[src/rtl/kap_ctrl_pkg.sv]
// rtl/kap_ctrl_pkg.sv - shared constants for the kap control path
// Contents:
//   KAP_FORK_PAR  fork issue mode: request every enabled channel at once
//   KAP_FORK_SEQ  fork issue mode: request one enabled channel at a time, lowest index first
package kap_ctrl_pkg;

  localparam int KAP_FORK_PAR = 0;
  localparam int KAP_FORK_SEQ = 1;

endpackage

[src/rtl/kap_lsb_onehot.sv]
// rtl/kap_lsb_onehot.sv - isolate the lowest set bit of a vector
// Ports:
//   x  in   WIDTH  source vector
//   y  out  WIDTH  one-hot lowest set bit of x, or zero when x is zero
module kap_lsb_onehot #(
  parameter int WIDTH = 8
) (
  input  logic [WIDTH-1:0] x,
  output logic [WIDTH-1:0] y
);

  // Two's complement flips every bit above the lowest one, so the AND keeps only that bit.
  assign y = x & (~x + WIDTH'(1));

endmodule

[src/rtl/kap_ctrl_fork_n.sv]
// rtl/kap_ctrl_fork_n.sv - N-way req/ack fork controller with stall timeout and transaction count
// Ports:
//   clk        in   1      clock, rising edge
//   reset      in   1      asynchronous active-high reset
//   t_req      in   1      upstream request, held until t_ack
//   t_ack      out  1      upstream acknowledge (combinational)
//   t_mask     in   N_CH   channels taking part in the current transaction
//   i_req      out  N_CH   downstream requests
//   i_ack      in   N_CH   downstream acknowledges, qualified by i_req
//   tmo_limit  in   TMO_W  stall cycles before error, 0 disables
//   err_clr    in   1      clears tmo_err / tmo_ch
//   tmo_err    out  1      sticky timeout flag
//   tmo_ch     out  N_CH   i_req snapshot at the first timeout
//   busy       out  1      transaction outstanding and not acknowledged this cycle
//   txn_cnt    out  CNT_W  completed upstream transactions, wrapping
module kap_ctrl_fork_n
  import kap_ctrl_pkg::*;
#(
  parameter int N_CH  = 5,
  parameter int SEQ   = KAP_FORK_PAR,
  parameter int TMO_W = 8,
  parameter int CNT_W = 16
) (
  input  logic             clk,
  input  logic             reset,
  input  logic             t_req,
  output logic             t_ack,
  input  logic [N_CH-1:0]  t_mask,
  output logic [N_CH-1:0]  i_req,
  input  logic [N_CH-1:0]  i_ack,
  input  logic [TMO_W-1:0] tmo_limit,
  input  logic             err_clr,
  output logic             tmo_err,
  output logic [N_CH-1:0]  tmo_ch,
  output logic             busy,
  output logic [CNT_W-1:0] txn_cnt
);

  logic [N_CH-1:0]  q_done;
  logic [N_CH-1:0]  pending;
  logic [N_CH-1:0]  req_sel;
  logic [N_CH-1:0]  hit;
  logic [TMO_W-1:0] q_cnt;
  logic             tmo_hit;

  // Channels still owed an acknowledge in this transaction.
  assign pending = t_mask & ~q_done;

  generate
    if (SEQ == KAP_FORK_SEQ) begin : g_seq
      logic [N_CH-1:0] lsb;
      kap_lsb_onehot #(
        .WIDTH(N_CH)
      ) u_lsb (
        .x(pending),
        .y(lsb)
      );
      assign req_sel = lsb;
    end else begin : g_par
      assign req_sel = pending;
    end
  endgenerate

  assign i_req = t_req ? req_sel : '0;

  // Acks only count on channels currently being requested.
  assign hit = i_req & i_ack;

  // Done when every owed channel is either already done or acking right now.
  assign t_ack = t_req & ~(|(pending & ~hit));
  assign busy  = t_req & ~t_ack;

  assign tmo_hit = busy && (tmo_limit != '0) && (q_cnt == tmo_limit);

  always_ff @(posedge clk or posedge reset) begin
    if (reset) begin
      q_done  <= '0;
      q_cnt   <= '0;
      tmo_err <= 1'b0;
      tmo_ch  <= '0;
      txn_cnt <= '0;
    end else begin
      // Dropping t_req (normal end or abort) or acknowledging starts the next transaction clean.
      q_done <= (q_done | hit) & ~{N_CH{t_ack}} & {N_CH{t_req}};

      if (busy) begin
        if (~&q_cnt) begin
          q_cnt <= q_cnt + TMO_W'(1);
        end
      end else begin
        q_cnt <= '0;
      end

      if (tmo_hit) begin
        tmo_err <= 1'b1;
      end else if (err_clr) begin
        tmo_err <= 1'b0;
      end

      // Keep the first snapshot; a clear coinciding with a new event re-arms it with the new one.
      if (tmo_hit && (!tmo_err || err_clr)) begin
        tmo_ch <= i_req;
      end else if (err_clr) begin
        tmo_ch <= '0;
      end

      if (t_ack) begin
        txn_cnt <= txn_cnt + CNT_W'(1);
      end
    end
  end

endmodule

[config.mk]
export PLATFORM = sky130hd
export DESIGN_NAME = kap_ctrl_fork_n
export DESIGN_NICKNAME = d
export VERILOG_FILES = /design/src/rtl/kap_ctrl_pkg.sv /design/src/rtl/kap_lsb_onehot.sv /design/src/rtl/kap_ctrl_fork_n.sv
export SDC_FILE = /design/constraint.sdc
export NUM_CORES = 1
export LEC_CHECK = 0
export ABC_AREA = 1
export BUFFER_PORTS_ARGS = -buffer_cell sky130_fd_sc_hd__buf_2
export CORE_MARGIN = 2
export CORE_UTILIZATION = 48
export DETAILED_ROUTE_END_ITERATION = 12
export PLACE_DENSITY = 0.85
export SLEW_MARGIN = 5
export SYNTH_ARGS = -nofsm -noshare
export SYNTH_HDL_FRONTEND = slang
export SYNTH_HIERARCHICAL = 1
export SYNTH_SLANG_ARGS = --single-unit
[constraint.sdc]
create_clock -name clk -period 1.4 [get_ports clk]
set_clock_uncertainty 0.1 [all_clocks]
set_input_delay 0 -clock clk [delete_from_list [all_inputs] [get_ports clk]]
set_output_delay 0 -clock clk [all_outputs]
set_load 0.02 [all_outputs]
* Yosys cells after proc, flatten, opt, wreduce, memory -nomap -nowiden
Index checks and enable logic that the tools add are counted.
** Storage, ports and cells
- Bits in registers :: 35
- Input bits :: 22
- Output and inout bits :: 29
- Word-level logic and storage cells :: 39
** Cells by class
- Add/sub/neg operators :: 2
- Equality and inequality tests :: 2
- Muxes and demuxes :: 7
- Bitwise operators :: 13
- Reductions and logical operators :: 10
** Operators by type and width (count)
- $and 5x5->5 :: 5
- $add 16x1->16 const B :: 1
- $mux 8 :: 2
- $mux 5 :: 3
- $not 5->5 :: 3
- $add 8x1->8 const B :: 1
- $eq 8x8->1 :: 1
- $reduce_and 8->1 :: 1
- $reduce_bool 8->1 :: 1
- $or 5x5->5 :: 1
- $reduce_or 5->1 :: 1
- $reduce_bool 2->1 :: 2
- $logic_and 1x1->1 :: 3
- $and 1x1->1 :: 2
- $mux 1 :: 2
- $ne 2x2->1 const B :: 1
- $not 1->1 :: 2
- $logic_not 1->1 :: 1
- $logic_or 1x1->1 :: 1

* Depth between registers and ports, before layout
Gate-level depths: netlist (run 1).
- Word-level depth :: 15
- Depth in mapped cells :: 9
- Gate-level depth less buffers :: 9

* Worst setup path before layout (run 1)
OpenSTA, ideal clock, no wires.
- Path type :: flip-flop to flip-flop
- Start :: reg txn_cnt[0]
- End :: reg txn_cnt[14]
- Library setup time :: 123 ps
- Arrival time :: 1346 ps
- Required time :: 1177 ps
- Setup slack :: -169 ps
- Stages on the path, launching flop included :: 7
- Buffers on the path :: 0
- Clock period less this slack :: 1569 ps
- Cells stage by stage :: dfrtp_1 > ha_1 > inv_1 > nor3_1 > a31oi_1 > o21ai_1 > o21ai_1
** On the way
- Longest elaborated chain between the ends :: 1
** Ends and longest elaborated chain
- from (decl) :: RTL line kap_ctrl_fork_n.sv:36 : output logic [CNT_W-1:0] txn_cnt
- from (signal assigned) :: RTL line kap_ctrl_fork_n.sv:108 : txn_cnt <= txn_cnt + CNT_W'(1);
- $add 16x1->16 :: RTL line kap_ctrl_fork_n.sv:108
Every way passes these cells.
A chain may end at the register's enable or synchronous reset.

* Worst setup path after layout (run 1)
- Start :: reg txn_cnt[10]
- End :: reg txn_cnt[13]
The elaborated chain is that of the path after synthesis.

==> metrics.cfg, run 1 <==
[critical_path]
critical-path-max-stage-delay_ns=0.44
timing.critical_path.to_type=flip-flop
cp_data_arrival_time_ns=1.75
required_ns=1.48
cp.buffers_inverters=1
cp_max_fo=4
cp_slowest_cell=dfrtp_1
crit_path_cell_trace=inv_1 -> nor3_1 -> nand2_1 -> nor2_2 -> xnor2_1 -> o21ai_2
critical_path_startpoint_category=flip-flop
critical_path.top_delay_family=simple AND/OR/NAND/NOR gates
critical_path_class=reg2reg

[synth]
mappedNetlistArea_mm2=0.001994
syn_nets=287
synth.largest_area_cell=dfrtp_1
synth_seq_area_share_pct=43.91
dominantRegCellSynth=dfrtp_1
synth_top_area_share_pct=43.91
synth.top_cells.by_area=dfrtp_1, nand2_1, inv_1
yosys_register_bits=35
synthTopCellsByCount=nand2_1, inv_1, dfrtp_1
postSynth.asyncResetShare_pct=100.0
synth-edff-count=0
post_synth_num_cell_types=25
post-synth-top-count-cell=nand2_1
synthesis.yosys.warnings=6
post_synth_inst_count=263
per_instance_average_area_after_synthesis_um2=7.583

[final_layout]
multi_input_area_mm2=0.001313
layout.filler_cells=187
post_route_cells_drive_above_1_share_pct=50.91
finish.utilization_pct=83.95
seq_area_um2=887.1
layout-area-overhead-vs-synth_pct=68.38
area_of_all_placed_cells_without_fillers_mm2=0.003358
antenna_cells_inserted=0
finalNetCount=408

[placement]
globalplace.congestion=0.8959
buffer_ports.inserted=50
hpwlAfterDp_um=3840
cell_area_after_placement_mm2=0.002604

[global_route]
wire_length_of_the_first_global_routing_pass_um=10810
grt_overflow=0
grt_start_max_net_pins=36
initial_antenna_violation_count=0
groute.usage.overall_pct=31.63
grt_pass1_vias=2344

[sta]
rsz0062_at_grt=yes
setup_viol_count_final=39
max_clock_freq_mhz=598.5
final.setup.worst_slack_ns=-0.2708
finalSetupTns_ns=-5.484
timing.final.hold_violations=0
layout_min_cycle_time_ns=1.671
max-slew-margin-rel_pct=69.37
worst_margin_pin_slew_ns=0.4595
max_slew_vio_count=0
layout_worst_path_cycle_share_pct=119.3

[cts]
cts_tree=yes
cts.clk_slew.worst_paths_ns=0.07
cts_made_buffers=5
buffer_type_at_the_clock_tree_root=clkbuf_8
cts.sinks=35
cts-root-to-sink-buffers=2
clock_latency_ns=0.29
h-tree-depth=2

[pwr]
finalPower_w=0.003492
power.density_mw_per_mm2=1040
p_leak_nw=1.693
worst_ir_drop_vdd_mv=1.243

[floorplanning]
dieWidth_um=68.46
rows=23
placeableCoreArea_mm2=0.004000
boundaryPins=51
start_util_pct=49.86
design.die.area_mm2=0.004687
die_height_um=68.46

[outcome]
outcome=finished, violations left
violations=negative setup slack

[detailed_routing]
total_drc_errors_in_the_routed_layout=0
detailroute.via_count=2539
finalWirelength_um=8309
drt_iter0_drc=277
post_drt_wl_per_cell_um=19.10
vias_per_cell=5.837
final_antenna_net_count=0
first_drt_pass_iteration_count=5

[job]
cap_viol_max_count=0

[min_path]
min-delay-path-class=in2reg

[state kept, by name, summed over array words and instances (netlist names)]
register / cells
txn_cnt: 16
q_cnt: 8
q_done: 5
tmo_ch: 5
tmo_err: 1
[through the flow]
| step | setup slack [ns] | std cells | hold WS (ns) |
|---|---|---|---|
| after floorplan | -0.006278 | 263 | 0.03917 |
| after global placement | -0.06916 | 395 | 0.01457 |
| after detailed placement | -0.1586 | 395 | 0.02419 |
| after CTS | -0.1647 | 427 | 0.006960 |
| after global routing | -0.3248 | 435 | 0.06953 |
| final | -0.2708 | 435 | 0.05050 |
[routing by layer]
layer | track usage (%) | up-vias | part of all wire [%]
li1 | - | 1088 | -
met1 | 38.02 | 1216 | 37
met2 | 52.16 | 181 | 48
met3 | 7.072 | 54 | 8.5
met4 | 17.25 | 0 | 5.7
met5 | 0 | - | 0
[layout make-up]
class / count / area share [%]
Clock buffer: 7 / 2.571
Clock inverter: 1 / 0.1490
Inverter: 39 / 4.359
Multi-Input combinational cell: 186 / 39.08
Sequential cell: 35 / 26.42
Tap cell: 50 / 1.863
Timing Repair Buffer: 117 / 25.56
[cells by family after synthesis]
| kind of cell | after synthesis | share of synthesized area, % |
|---|---|---|
| buffers and inverters | 43 | 9.096 |
| AOI/OAI and AO/OA | 27 | 7.277 |
| adders and majority gates | 2 | 1.255 |
| DFF | 35 | 43.91 |
| xor gates and xnor gates | 18 | 7.905 |
| and+or+nand+nor | 138 | 30.55 |
[report_power, final]
part / switching [W] / total (W) / internal (W)
combinational: 0.000802 / 0.00140 / 0.000603
sequential: 0.000160 / 0.00131 / 0.00115
clock: 0.000376 / 0.000773 / 0.000397
[tightest hold or removal path, delay by kind of cell]
| family | cells | cell delay, ns |
|---|---|---|
| and+or+nand+nor | 3 | 0.22 |
| buffers and inverters | 2 | 0.19 |
[final timing paths]
| path | start | to | slack [ns] | depth (start not counted) |
|---|---|---|---|---|
| min in group asynchronous | reset | q_done[2] | 0.30 | 4 |
| max | txn_cnt[10] | txn_cnt[13] | -0.27 | 6 |
| max reg2reg | txn_cnt[10] | txn_cnt[13] | -0.27 | 6 |
| min | t_mask[0] | tmo_ch[0] | 0.05 | 5 |
| min reg2reg | tmo_ch[0] | tmo_ch[0] | 0.41 | 2 |
| max in group asynchronous | reset | txn_cnt[6] | 0.54 | 4 |
[timing repair]
item,in CTS,in global routing
hold endpoints to repair,45,0
gates cloned,0,1
pin swaps,16,27
hold buffers,7,0
setup buffers,18,7
setup endpoints to repair,42,42
gates resized for setup,45,61
[cell usage in the layout (no fill, tap or decap), types with 2 or more instances in the layout]
| master | n |
|---|---|
| nand3_2 | 8 |
| nor3_2 | 4 |
| o21ai_0 | 2 |
| nor2_4 | 7 |
| nand2_2 | 13 |
| inv_1 | 33 |
| buf_6 | 12 |
| nor3_4 | 7 |
| nand3_4 | 2 |
| nor2_2 | 3 |
| a21oi_1 | 5 |
| dfrtp_1 | 26 |
| xnor2_1 | 5 |
| nand2_8 | 2 |
| nand2_1 | 41 |
| o21ai_2 | 6 |
| nand3_1 | 8 |
| xor2_1 | 13 |
| o21ai_1 | 8 |
| inv_2 | 6 |
| dlygate4sd3_1 | 7 |
| buf_12 | 2 |
| ha_4 | 2 |
| buf_2 | 43 |
| clkbuf_8 | 6 |
| nor2_1 | 24 |
| a211oi_2 | 2 |
| nand2_4 | 4 |
| a31oi_1 | 2 |
| buf_4 | 53 |
| dfrtp_2 | 9 |
| nand4_1 | 8 |
| nor3_1 | 6 |
No activity file was read; power rests on OpenSTA's default activity.
==> inputs of run 2 (changes only) <==
--- a/config.mk
+++ b/config.mk
@@ -5,12 +5,12 @@
 export SDC_FILE = /design/constraint.sdc
 export NUM_CORES = 1
 export LEC_CHECK = 0
-export ABC_AREA = 1
+export ABC_AREA = 0
 export BUFFER_PORTS_ARGS = -buffer_cell sky130_fd_sc_hd__buf_2
 export CORE_MARGIN = 2
-export CORE_UTILIZATION = 48
+export CORE_UTILIZATION = 46
 export DETAILED_ROUTE_END_ITERATION = 12
-export PLACE_DENSITY = 0.85
+export PLACE_DENSITY = 0.84
 export SLEW_MARGIN = 5
 export SYNTH_ARGS = -nofsm -noshare
 export SYNTH_HDL_FRONTEND = slang
==> metrics.cfg, run 2 <==
[outcome]
outcome=finished, violations left
violations=negative setup slack

[final_layout]
finalNetCount=316
most-common-layout-cells=buf_2, buf_4, dfrtp_1
antenna_cells_inserted=0
largest_reg_flops=16
biggestRegsByFlops=txn_cnt: 16 flops, q_cnt: 8 flops
layout.filler_cells=208
seq_area_um2=883.3
post_route_cells_drive_above_1_share_pct=53.92
finish.utilization_pct=80.98
layout_commonest_cell=buf_2
post_layout_nonfiller_instances=341
layout-area-overhead-vs-synth_pct=67.60
largest-register=txn_cnt
multi_input_area_mm2=0.001087

[synth]
synth.largest_area_cell=dfrtp_1
synthTopCellsByCount=dfrtp_1, nand2_1, nor2_1
post_synth_inst_count=180
synth.top_cells.by_area=dfrtp_1, xnor2_1, xor2_1
post-synth-top-count-cell=dfrtp_1
post_synth_num_cell_types=34
synth-edff-count=0
mappedNetlistArea_mm2=0.001795
synthesis.yosys.warnings=6
yosys_register_bits=35
synth_top_area_share_pct=48.78
dominantRegCellSynth=dfrtp_1
postSynth.asyncResetShare_pct=100.0
per_instance_average_area_after_synthesis_um2=9.975
syn_nets=204
synth_seq_area_share_pct=48.78

[sta]
max_clock_freq_mhz=527.7
rsz0062_at_grt=yes
max-slew-margin-rel_pct=70.75
layout_worst_path_cycle_share_pct=135.4
finalSetupTns_ns=-12.42
holdWs_ns=0.07140
layout_min_cycle_time_ns=1.895
worst_margin_pin_slew_ns=0.4388
setup_viol_count_final=40
timing.final.hold_violations=0
final.setup.worst_slack_ns=-0.4950
max_slew_vio_count=0

[floorplanning]
rows=22
start_util_pct=48.32
boundaryPins=51
placeableCoreArea_mm2=0.003716
dieWidth_um=66.48
die_height_um=66.48
design.die.area_mm2=0.004419

[critical_path]
cp_data_arrival_time_ns=1.98
rr_startpoint=q_done[4]
critical_path.top_delay_family=compound AO/OA/AOI/OAI gates
reg2reg_slack_ns=-0.49
critical-path-max-stage-delay_ns=0.41
critical_path_class=reg2reg
crit_path_cell_trace=nor2b_2 -> a222oi_1 -> buf_4 -> and3_4 -> buf_6 -> mux2_4
cp.buffers_inverters=2
timing.reg2reg.worst_path_depth=6
cp_slowest_cell=a222oi_1
timing.critical_path.to_type=flip-flop
cp_max_fo=2
required_ns=1.48
rr_endpoint=txn_cnt[1]
critical_path_startpoint_category=flip-flop

[cts]
cts-root-to-sink-buffers=2
buffer_type_at_the_clock_tree_root=clkbuf_8
cts_made_buffers=5
clock_latency_ns=0.29
h-tree-depth=2
cts.clk_slew.worst_paths_ns=0.07
cts.sinks=35
cts_tree=yes

[global_route]
grt.met3_usage_pct=5.574
wire_length_of_the_first_global_routing_pass_um=8024
grt_overflow=0
grt_start_max_net_pins=36
initial_antenna_violation_count=0
grt_util_met2_pct=42.00
grt_most_used_layer=met2
grt_pass1_vias=1730
groute.usage.overall_pct=24.51
met1_usage_pct=29.30

[detailed_routing]
final_antenna_net_count=0
finalWirelength_um=6196
total_drc_errors_in_the_routed_layout=0
detailroute.via_count=1856
vias_per_cell=5.443
first_drt_pass_iteration_count=4
drt_iter0_drc=133
post_drt_wl_per_cell_um=18.17

[min_path]
worst_hold_path.num_cells=6
min_to=tmo_err
min-delay-path-class=in2reg
hp-start=tmo_limit[5]

[pwr]
worst_ir_drop_vdd_mv=0.5470
p_leak_nw=1.595
power.density_mw_per_mm2=918.3

[placement]
globalplace.congestion=0.8025
hpwlAfterDp_um=3034
buffer_ports.inserted=50
cell_total_after_placement=309
preCtsSetupSlack_ns=-0.2868

[job]
cap_viol_max_count=0

## run 2: routing by layer
layer  part of all wire (%)  up-vias
li1                       -      844
met1                     41      909
met2                     49       78
met3                    6.1       25
met4                    4.1        0
met5                      0        -
## run 2: power breakdown
part	total [W]	switching [W]	internal, W	leakage [nW]
combinational	0.000766	0.000393	0.000373	1.08
sequential	0.00116	0.0000766	0.00109	0.465
clock	0.000832	0.000383	0.000450	0.0515
## run 2: how the worst max path moves through the flow
stage          startpoint          to  slack [ns]  depth (start not counted)
6_report        q_done[4]  txn_cnt[1]       -0.49                          6
5_1_grt          q_cnt[2]   tmo_ch[1]       -0.55                          6
4_1_cts         q_done[3]        busy       -0.34                          7
3_5_place_dp     q_cnt[7]   tmo_ch[0]       -0.29                          5
3_3_place_gp    q_done[4]  txn_cnt[6]       -0.23                          6
2_1_floorplan   q_done[4]  txn_cnt[1]       -0.24                          5
## run 2: what timing repair did
| item | in CTS | in global routing |
|---|---|---|
| setup buffers | 7 | 12 |
| pin swaps | 32 | 24 |
| endpoints found under the setup margin | 37 | 42 |
| gates cloned | 1 | 0 |
| hold buffers | 8 | 1 |
| gates resized for setup | 30 | 39 |
| endpoints found under the hold margin | 46 | 1 |
## run 2: logic make-up after synthesis
kind of cell / share of synthesized area [%]
simple gates: 22.23
flops: 48.78
xor+xnor: 13.17
compound gates: 8.920
buf+inv: 3.762
mux: 1.742
fa+ha+maj: 1.394
## run 2: area by class of cell
class / instances / share of cell area [%]
multi-input cells: 130 / 36.13
clock buffers: 8 / 3.326
flip-flops and latches: 35 / 29.36
repair buffers: 110 / 27.86
well taps: 48 / 1.996
inverters: 10 / 1.331
## run 2: stage by stage
step                      total power [W]  area [um2]
after global placement           0.001729        2414
final                            0.002763        3009
after floorplan                  0.001493        1872
after global routing             0.002885        3009
after CTS                        0.002634        2774
after detailed placement         0.001742        2414
## run 2: tightest hold or removal path: cells and delay by family
kind                      cells  cell delay, ns
and+or+nand+nor               4            0.27
buffers and inverters         1            0.09
xor gates and xnor gates      1            0.06
